[src/rtl/morse_pkg.sv]
// Shared types and constants for the Morse keying path.
package morse_pkg;

  typedef enum logic [2:0] {
    ST_IDLE,
    ST_MARK,
    ST_SPACE,
    ST_LGAP,
    ST_WSP
  } state_t;

  localparam logic [5:0] CODE_SPACE = 6'd36;
  localparam logic [5:0] CODE_MAX   = 6'd36;

  localparam logic [2:0] DOT_U  = 3'd1;
  localparam logic [2:0] DASH_U = 3'd3;
  localparam logic [2:0] GAP_U  = 3'd1;
  localparam logic [2:0] LG_U   = 3'd3;
  localparam logic [2:0] WSP_U  = 3'd4;

  // pat holds the first element in its MSB; 1 = dash
  typedef struct packed {
    logic       valid;
    logic [2:0] len;
    logic [4:0] pat;
  } morse_sym_t;

endpackage

[src/rtl/morse_code_rom.sv]
// Character code (A-Z, 0-9) to Morse element length/pattern lookup.
module morse_code_rom
  import morse_pkg::*;
(
  input  logic [5:0] code_i,
  output morse_sym_t sym_o
);

  logic [7:0] lp;

  always_comb begin
    lp = '0;
    case (code_i)
      6'd0:  lp = {3'd2, 5'b01000}; // A
      6'd1:  lp = {3'd4, 5'b10000}; // B
      6'd2:  lp = {3'd4, 5'b10100}; // C
      6'd3:  lp = {3'd3, 5'b10000}; // D
      6'd4:  lp = {3'd1, 5'b00000}; // E
      6'd5:  lp = {3'd4, 5'b00100}; // F
      6'd6:  lp = {3'd3, 5'b11000}; // G
      6'd7:  lp = {3'd4, 5'b00000}; // H
      6'd8:  lp = {3'd2, 5'b00000}; // I
      6'd9:  lp = {3'd4, 5'b01110}; // J
      6'd10: lp = {3'd3, 5'b10100}; // K
      6'd11: lp = {3'd4, 5'b01000}; // L
      6'd12: lp = {3'd2, 5'b11000}; // M
      6'd13: lp = {3'd2, 5'b10000}; // N
      6'd14: lp = {3'd3, 5'b11100}; // O
      6'd15: lp = {3'd4, 5'b01100}; // P
      6'd16: lp = {3'd4, 5'b11010}; // Q
      6'd17: lp = {3'd3, 5'b01000}; // R
      6'd18: lp = {3'd3, 5'b00000}; // S
      6'd19: lp = {3'd1, 5'b10000}; // T
      6'd20: lp = {3'd3, 5'b00100}; // U
      6'd21: lp = {3'd4, 5'b00010}; // V
      6'd22: lp = {3'd3, 5'b01100}; // W
      6'd23: lp = {3'd4, 5'b10010}; // X
      6'd24: lp = {3'd4, 5'b10110}; // Y
      6'd25: lp = {3'd4, 5'b11000}; // Z
      6'd26: lp = {3'd5, 5'b11111}; // 0
      6'd27: lp = {3'd5, 5'b01111}; // 1
      6'd28: lp = {3'd5, 5'b00111}; // 2
      6'd29: lp = {3'd5, 5'b00011}; // 3
      6'd30: lp = {3'd5, 5'b00001}; // 4
      6'd31: lp = {3'd5, 5'b00000}; // 5
      6'd32: lp = {3'd5, 5'b10000}; // 6
      6'd33: lp = {3'd5, 5'b11000}; // 7
      6'd34: lp = {3'd5, 5'b11100}; // 8
      6'd35: lp = {3'd5, 5'b11110}; // 9
      default: lp = '0;
    endcase
  end

  always_comb begin
    sym_o.valid = (code_i < CODE_SPACE);
    sym_o.len   = lp[7:5];
    sym_o.pat   = lp[4:0];
  end

endmodule

[src/rtl/morse_code_tx.sv]
// Morse transmitter: one character per valid/ready handshake onto a keyed line,
// with one-cycle element/gap event pulses for loopback against the decoder.
module morse_code_tx
  import morse_pkg::*;
#(
  parameter int unsigned UNIT_CYCLES = 6_000_000,
  parameter int unsigned CNT_W       = $clog2(UNIT_CYCLES + 1)
) (
  input  logic       clk,
  input  logic       reset,
  input  logic [5:0] char_in,
  input  logic       char_valid,
  output logic       char_ready,
  output logic       key_out,
  output logic       busy,
  output logic       dot_done,
  output logic       dash_done,
  output logic       lg_done,
  output logic       wg_done,
  output logic       bad_char
);

  morse_sym_t       sym;
  state_t           state_q;
  logic [CNT_W-1:0] cyc_q;
  logic [2:0]       unit_q;
  logic [2:0]       len_q;
  logic [4:0]       pat_q;
  logic [2:0]       unit_tgt;
  logic             cyc_last;
  logic             state_end;
  logic             key_q, busy_q, dot_q, dash_q, lg_q, wg_q, bad_q;

  morse_code_rom u_rom (
    .code_i (char_in),
    .sym_o  (sym)
  );

  always_comb begin
    unit_tgt = DOT_U;
    case (state_q)
      ST_MARK:  unit_tgt = pat_q[4] ? DASH_U : DOT_U;
      ST_SPACE: unit_tgt = GAP_U;
      ST_LGAP:  unit_tgt = LG_U;
      ST_WSP:   unit_tgt = WSP_U;
      default:  unit_tgt = DOT_U;
    endcase
  end

  assign cyc_last  = (cyc_q == CNT_W'(UNIT_CYCLES - 1));
  assign state_end = cyc_last && (unit_q == unit_tgt - 3'd1);

  always_ff @(posedge clk or posedge reset) begin
    if (reset) begin
      state_q <= ST_IDLE;
      cyc_q   <= '0;
      unit_q  <= '0;
      len_q   <= '0;
      pat_q   <= '0;
      key_q   <= 1'b0;
      busy_q  <= 1'b0;
      dot_q   <= 1'b0;
      dash_q  <= 1'b0;
      lg_q    <= 1'b0;
      wg_q    <= 1'b0;
      bad_q   <= 1'b0;
    end else begin
      dot_q  <= 1'b0;
      dash_q <= 1'b0;
      lg_q   <= 1'b0;
      wg_q   <= 1'b0;
      bad_q  <= 1'b0;

      if (state_q == ST_IDLE || state_end) begin
        cyc_q  <= '0;
        unit_q <= '0;
      end else if (cyc_last) begin
        cyc_q  <= '0;
        unit_q <= unit_q + 3'd1;
      end else begin
        cyc_q  <= cyc_q + CNT_W'(1);
      end

      case (state_q)
        ST_IDLE: begin
          if (char_valid) begin
            if (char_in == CODE_SPACE) begin
              state_q <= ST_WSP;
              busy_q  <= 1'b1;
            end else if (sym.valid) begin
              state_q <= ST_MARK;
              busy_q  <= 1'b1;
              key_q   <= 1'b1;
              len_q   <= sym.len;
              pat_q   <= sym.pat;
            end else begin
              bad_q   <= 1'b1;
            end
          end
        end
        ST_MARK: begin
          if (state_end) begin
            key_q  <= 1'b0;
            dot_q  <= ~pat_q[4];
            dash_q <= pat_q[4];
            // Consume the element just sent; the next one moves into the MSB.
            if (len_q > 3'd1) begin
              state_q <= ST_SPACE;
              len_q   <= len_q - 3'd1;
              pat_q   <= {pat_q[3:0], 1'b0};
            end else begin
              state_q <= ST_LGAP;
            end
          end
        end
        ST_SPACE: begin
          if (state_end) begin
            state_q <= ST_MARK;
            key_q   <= 1'b1;
          end
        end
        ST_LGAP: begin
          if (state_end) begin
            state_q <= ST_IDLE;
            busy_q  <= 1'b0;
            lg_q    <= 1'b1;
          end
        end
        ST_WSP: begin
          if (state_end) begin
            state_q <= ST_IDLE;
            busy_q  <= 1'b0;
            wg_q    <= 1'b1;
          end
        end
        default: state_q <= ST_IDLE;
      endcase
    end
  end

  assign char_ready = (state_q == ST_IDLE) & ~reset;
  assign key_out    = key_q;
  assign busy       = busy_q;
  assign dot_done   = dot_q;
  assign dash_done  = dash_q;
  assign lg_done    = lg_q;
  assign wg_done    = wg_q;
  assign bad_char   = bad_q;

endmodule

[config.mk]
export PLATFORM = sky130hd
export DESIGN_NAME = morse_code_tx
export DESIGN_NICKNAME = d
export VERILOG_FILES = /design/src/rtl/morse_pkg.sv /design/src/rtl/morse_code_rom.sv /design/src/rtl/morse_code_tx.sv
export SDC_FILE = /design/constraint.sdc
export NUM_CORES = 1
export LEC_CHECK = 0
export ABC_AREA = 1
export CAP_MARGIN = 25
export CORE_ASPECT_RATIO = 1.25
export CORE_MARGIN = 5
export CORE_UTILIZATION = 65
export CTS_CLUSTER_SIZE = 30
export DETAILED_ROUTE_END_ITERATION = 12
export PLACE_DENSITY_LB_ADDON = 0.12
export SYNTH_ARGS = -nofsm -noshare
export SYNTH_HDL_FRONTEND = slang
export SYNTH_HIERARCHICAL = 1
export SYNTH_SLANG_ARGS = --single-unit
export TNS_END_PERCENT = 100
[constraint.sdc]
create_clock -name clk -period 4.1 [get_ports clk]
set_clock_uncertainty 0.15 [all_clocks]
set_input_delay 1.025 -clock clk [delete_from_list [all_inputs] [get_ports clk]]
set_output_delay 1.025 -clock clk [all_outputs]
set_load 0.05 [all_outputs]
* Word level (Yosys, flattened, before mapping)
Memories as Yosys holds them, arrays and structs flattened.
Cells that the tools add are included.
** Cells by class
- Add/sub/neg operators :: 4
- Multiply operators :: 0
- Div/mod/pow operators :: 0
- $lt $le $gt $ge :: 2
- Equality and inequality tests :: 15
- Shift operators :: 0
- Mux-type cells :: 46
- Bitwise operators :: 3
- Reductions and logical operators :: 12
** Operators by type and width (count)
- $mux W23 :: 2
- $mux W3 :: 13
- $mux W5 :: 5
- $add A23 B1 Y23 const B :: 1
- $eq A23 B23 Y1 const B :: 1
- $mux W1 :: 19
- $ne A2 B2 Y1 const B :: 6
- $pmux W3 S4 :: 1
- $reduce_and A6 Y1 :: 2
- $pmux W5 S2 :: 1
- $pmux W3 S3 :: 1
- $eq A3 B2 Y1 const B :: 2
- $eq A6 B6 Y1 const B :: 1
- $lt A6 B6 Y1 const B :: 1
- $pmux W3 S2 :: 1
- $reduce_bool A2 Y1 :: 3
- $sub A3 B1 Y3 const B :: 2
- $reduce_and A5 Y1 :: 1
- $reduce_and A4 Y1 :: 1
- $add A3 B1 Y3 const B :: 1
- $eq A3 B1 Y1 const B :: 1
- $eq A3 B3 Y1 :: 1
- $eq A3 B3 Y1 const B :: 1
- $gt A3 B1 Y1 const B :: 1
- 12 further kinds :: 13
** Storage, ports and cells
- Register bits after elaboration :: 44
- Latch bits :: 0
- Memory bits (writable) :: 0
- ROM bits :: 512
- Word-level logic and storage cells :: 95
- Memories :: 1
** Memory list
- (no name shown) :: words 64, width 8, rd ports 1, clocked after Yosys merged registers in 0, write ports 0, line morse_code_rom.sv:13 : case (code_i)

* Logic depth before layout (Yosys ltp)
Gate-level depths: netlist (run 1).
- Depth in word-level cells :: 7
- Mapped depth :: 16

* By module
The synthesis (run 1) kept the hierarchy.
** Modules (own cells, without submodules)
- morse_code_tx :: instances 1, cells each 338, area each 2585.0 um^2, seq. area each 1101.1 um^2
- morse_code_rom :: instances 1, cells each 103, area each 521.8 um^2, seq. area each 0.0 um^2

* Least setup slack after synthesis (run 1)
OpenSTA, ideal clock, no wires.
- Path type :: input to output
- Start point :: input reset
- End point :: output char_ready
- Arrival time :: 1.679 ns
- Data required time :: 2.925 ns
- Path slack :: 1.246 ns
- Stages on the path :: 1
- Buffers on the path :: 0
- Cell sequence :: nor2_1
** Between the ends
- Cells in the longest elaborated chain, start to end :: 2
** Ends and longest elaborated chain
- from (decl) :: line morse_code_tx.sv:10 : input logic reset,
- $not A1 Y1 :: line morse_code_tx.sv:141 : assign char_ready = (state_q == ST_IDLE) & ~reset;
- $and A1 B1 Y1 :: line morse_code_tx.sv:141
- to (decl) :: line morse_code_tx.sv:13 : output logic char_ready,
Every way passes these cells.

* Final worst setup path (run 1)
Ends and elaborated chain as after synthesis.

==> results.ini, run 1 <==
[yosys]
netlist_instances=441
synth_top_area_share_pct=35.44
ys_seq_area_share_pct=35.44
synth.most_common_cell=nand2_1
synth.area.top_cells=dfrtp_1 (35%), nand2_1 (15%), nor2_1 (8.9%)
synth_edf_count=0
synth_common_cells=nand2_1 (124), nor2_1 (74), inv_1 (48)
synth_seq_cells=44
synth_area_leader_cell=dfrtp_1
synth_cell_type_count=31
ys.flop_type=dfrtp_1
syn-num-nets=462
ys_warn_count=6
netlist_area_sq_mm=0.003107
syn_avg_cell_area_sq_um=7.045
synthArstFlopShare_pct=100.0

[power]
swShare_pct=44.07
internal_power_uw=829.7
power.net_switching_uw=653.9
power_frac_seq_pct=37.6
leakagePower_uw=0.001655
combinationalPowerShare_pct=44.8
power.density_mw_per_mm2=436.6
pwr-share-clk_pct=17.6
peakVddDrop_mv=0.3766

[floorplanning]
start_util_pct=66.18
ios=17
rows=28
dieWidth_microns=71.84
coreArea_sq_mm=0.004695
fp.dieH_microns=87.30
dieArea_sq_mm=0.006271

[clocking]
cts.path.max_buffers=2
cts_sinks=44
cts-hold-fix-buffers=0
h-tree-depth=2
tritoncts=done
cts_made_buffers=5
clockRootBuffer=clkbuf_8
cts_resized=0
clkSlewWorstSetupHoldPaths_ns=0.07
clock_latency_ns=0.30
post_cts_buffers=0

[timing]
rsz0062_at_grt=no
fmax_mhz=281.8
setup_viol=0
tns_ns=0
period_share_pct=86.55
slew_headroom_pct=46.89
finalWorstSetupSlack_ns=0.5514
tightest_slew_ns=0.7917
fin_crit_ns=3.549
hold_viol_final=0
hold_slack_ns=0.3102
slew_violations=0

[worst_setup_path]
reg2reg_to=cyc_q[2]$_DFF_PP0_
cp-start-kind=input pin
worstPathArrival_ns=2.37
crit_fanout=2
reg2reg_from=state_q[2]$_DFFE_PP0P_
crit_path_end_kind=primary output
crit_type=in2out
reg2reg_slack_ns=1.62
required_ns=2.92
rr_worst_depth=11

[finish]
fin_util_pct=72.39
finalNetCount=482
layout-drive-gt1-share_pct=9.761
synthToLayoutAreaGrowth_pct=9.384
diodes=0

[drt]
wl_microns=6898
wire_per_inst_microns=13.24
route.detailed.drc=0
via_count=2888
antenna_left=0
viasPerCell=5.543
dr.pass1.iters=6
initialDrtViolationCount=262

[grt]
grt_pass1_vias=2810
met3_usage_pct=3.811
track_usage_pct=23.97
grt_busiest_layer=met2
use_met1_pct=28.08
grt_overflow=0
gr-usage-met2_pct=42.81
grt_pass1_wl_microns=11940
grt_max_degree=24
antenna_found_initial=0

[run_status]
status=finished, final reports clean

[hold_path]
whs_endpoint=cyc_q[0]$_DFF_PP0_
hold_depth=1
min_from=cyc_q[0]$_DFF_PP0_
min_path_type=reg2reg

[place]
dp_slack_ns=0.5438
gp_congestion=0.9777
io_buffers=16
place_hpwl_microns=5345

[job]
drv_cap=0

-- per-layer routing --
metal / wire, microns / vias to the layer above
met5: 0 / -
met4: 176 / 0
met3: 309 / 21
met2: 3558 / 99
met1: 2854 / 1338
li1: - / 1430
-- per-stage QoR --
step | instance area [sq um] | std cells | power [uW]
floorplan | 3107 | 441 | 1103
global placement | 3317 | 514 | 1203
detailed placement | 3317 | 514 | 1231
CTS | 3398 | 521 | 1489
global route | 3398 | 521 | 1600
finish | 3398 | 521 | 1484
-- critical path: stages --
cell,delay [ns]
clkdlybuf4s50_1,0.42
nor2_1,0.11
clkdlybuf4s50_1,0.81
-- layout by cell type (no fill, tap or decap), drive strengths merged, types with 2 or more instances in the layout --
master	count
nor2	83
clkbuf	5
nand4	14
xor2	12
nand2	132
inv	52
clkdlybuf4s50	16
nand3	24
mux2i	5
nand3b	2
nor3b	2
xnor2	6
nor3	10
buf	3
a21oi	8
dfrtp	44
clkinv	2
o21ai	24
ha	12
-- worst max path at each step --
stage                from         end  slack (ns)  depth (start not counted)
finish              reset  char_ready        0.55                          3
global route        reset  char_ready        0.49                          3
CTS                 reset  char_ready        0.54                          3
detailed placement  reset  char_ready        0.54                          3
global placement    reset  char_ready        0.56                          3
floorplan           reset  char_ready        1.25                          1
-- final cells by class --
type | instances | area [sq um]
Clock buffer | 5 | 68.82
Clock inverter | 2 | 12.51
Fill cell | 389 | 1296
Inverter | 53 | 198.9
Multi-Input combinational cell | 338 | 1759
Sequential cell | 44 | 1101
Tap cell | 60 | 75.07
Timing Repair Buffer | 19 | 182.7
-- sequential cells by signal (all words and copies together) (netlist names) --
register / cells
pat_q: 5
lg_done: 1
cyc_q: 23
wg_done: 1
dash_done: 1
state_q: 3
dot_done: 1
busy: 1
len_q: 3
unit_q: 3
key_out: 1
bad_char: 1
-- power groups by stage --
stage               Clock (uW)  Combinational [uW]  Sequential [uW]
floorplan                    0                 519              585
detailed placement           0                 667              564
CTS                        263                 669              557
finish                     261                 665              558
global placement             0                 644              560
global route               289                 743              567
-- cells by family (layout without fill, tap and decap cells) --
group,Yosys count,count (layout),share of synthesized area [%]
mux,5,5,1.611
flops,44,44,35.44
compound gates,34,34,6.444
simple gates,269,269,38.66
buf+inv,59,79,7.934
fa+ha+maj,12,12,4.833
xor+xnor,18,18,5.074
Power figures use the tool's default switching activity.
==> run 2: changes to the inputs <==
Settings changed: CELL_PAD_IN_SITES_DETAIL_PLACEMENT set to 1, CELL_PAD_IN_SITES_GLOBAL_PLACEMENT set to 2, CORE_UTILIZATION 65 to 37.
==> results.ini, run 2 (synthesis results as in run 1) <==
[clocking]
cts_sinks=44
cts-hold-fix-buffers=0
post_cts_buffers=0
clkSlewWorstSetupHoldPaths_ns=0.09
cts.path.max_buffers=2
cts_resized=0
clock_latency_ns=0.30
h-tree-depth=2
tritoncts=done
clockRootBuffer=clkbuf_8
cts_made_buffers=5

[finish]
reg_top3=cyc_q (23), pat_q (5)
finalNetCount=482
largest_reg_flops=23
finalNonFillerCells=559
final_common_cell=nand2_1
nFillCells=1052
synthToLayoutAreaGrowth_pct=12.57
top_register=cyc_q
mostFrequentLayoutCells=nand2_1 (124), nor2_1 (74), inv_1 (47), dfrtp_1 (44), nand3_1 (22)
diodes=0
layout-drive-gt1-share_pct=10.17

[floorplanning]
rows=37
coreArea_sq_mm=0.008240
ios=17
start_util_pct=37.70
dieWidth_microns=91.96
dieArea_sq_mm=0.01034
fp.dieH_microns=112.5

[place]
gp_congestion=0.7783
place_hpwl_microns=6567
io_buffers=16
dp.cells=550

[hold_path]
hold_depth=2
min_from=key_out$_DFFE_PP0P_
whs_endpoint=key_out$_DFFE_PP0P_
min_path_type=reg2reg

[power]
design_power_total_uw=1601
peakVddDrop_mv=0.2496
leakagePower_uw=0.001683
power.density_mw_per_mm2=457.9

[drt]
route.detailed.drc=0
wl_microns=8330
initialDrtViolationCount=54
dr.pass1.iters=4
wire_per_inst_microns=14.90
antenna_left=0
viasPerCell=5.095
via_count=2848

[timing]
hold_slack_ns=0.3267
fmax_mhz=280.7
slew_violations=0
setup_viol=0
slew_headroom_pct=62.19
tns_ns=0
tightest_slew_ns=0.5658
fin_crit_ns=3.563
period_share_pct=86.89
hold_viol_final=0
rsz0062_at_grt=no

[grt]
grt_pass1_wl_microns=14400
track_usage_pct=17.06
grt_max_degree=45
grt_overflow=0
grt_pass1_vias=3056
antenna_found_initial=0

[worst_setup_path]
crit_type=in2out
cp-start-kind=input pin
reg2reg_to=cyc_q[12]$_DFF_PP0_
crit_path_end_kind=primary output
reg2reg_from=state_q[2]$_DFFE_PP0P_
reg2reg_slack_ns=1.62
crit_fanout=2
required_ns=2.92
worstPathArrival_ns=2.39
rr_worst_depth=11

[job]
drv_cap=0

[run_status]
status=finished, final reports clean

[run 2: per-stage QoR]
step | worst slack, ns | instance area [sq um] | util, %
3_5_place_dp | 0.5339 | 3356 | 40.72
4_1_cts | 0.5304 | 3477 | 42.20
6_report | 0.5374 | 3497 | 42.44
2_1_floorplan | 1.246 | 3107 | -
3_3_place_gp | 0.5477 | 3356 | 40.72
5_1_grt | 0.5072 | 3497 | 42.44
[run 2: how the worst max path moves through the flow]
stage,start,end,cells after the start
global placement,reset,char_ready,3
floorplan,reset,char_ready,1
global route,reset,char_ready,3
finish,reset,char_ready,3
detailed placement,reset,char_ready,3
CTS,reset,char_ready,3
[run 2: final cells by class]
type / count / area [sq um] / area share, %
Tap cell: 97 / 121.4 / 3.470
Timing Repair Buffer: 19 / 195.2 / 5.581
Inverter: 53 / 198.9 / 5.689
Multi-Input combinational cell: 338 / 1759 / 50.30
Sequential cell: 44 / 1101 / 31.48
Clock buffer: 6 / 82.58 / 2.361
Clock inverter: 2 / 38.79 / 1.109
[run 2: report_power, final]
part / internal, uW / switching, uW
registers: 502 / 53.9
logic: 214 / 470
clock network: 200 / 162
[run 2: routing by layer]
| metal | GRT usage (%) | routed length [microns] |
|---|---|---|
| met5 | 0 | 0 |
| met4 | 3.171 | 95 |
| met3 | 2.212 | 124 |
| met2 | 34.21 | 4674 |
| met1 | 18.91 | 3436 |
[run 2: worst max-delay path, stage by stage]
cell	delay (ns)
clkdlybuf4s50_1	0.43
nor2_1	0.11
clkdlybuf4s50_1	0.81
==> run 3: changes to the inputs <==
Settings changed: CTS_CLUSTER_SIZE 30 to not set, TNS_END_PERCENT 100 to 5.
==> results of run 3 <==
Same layout as run 2: the final DEF is identical, and so are final timing and power.
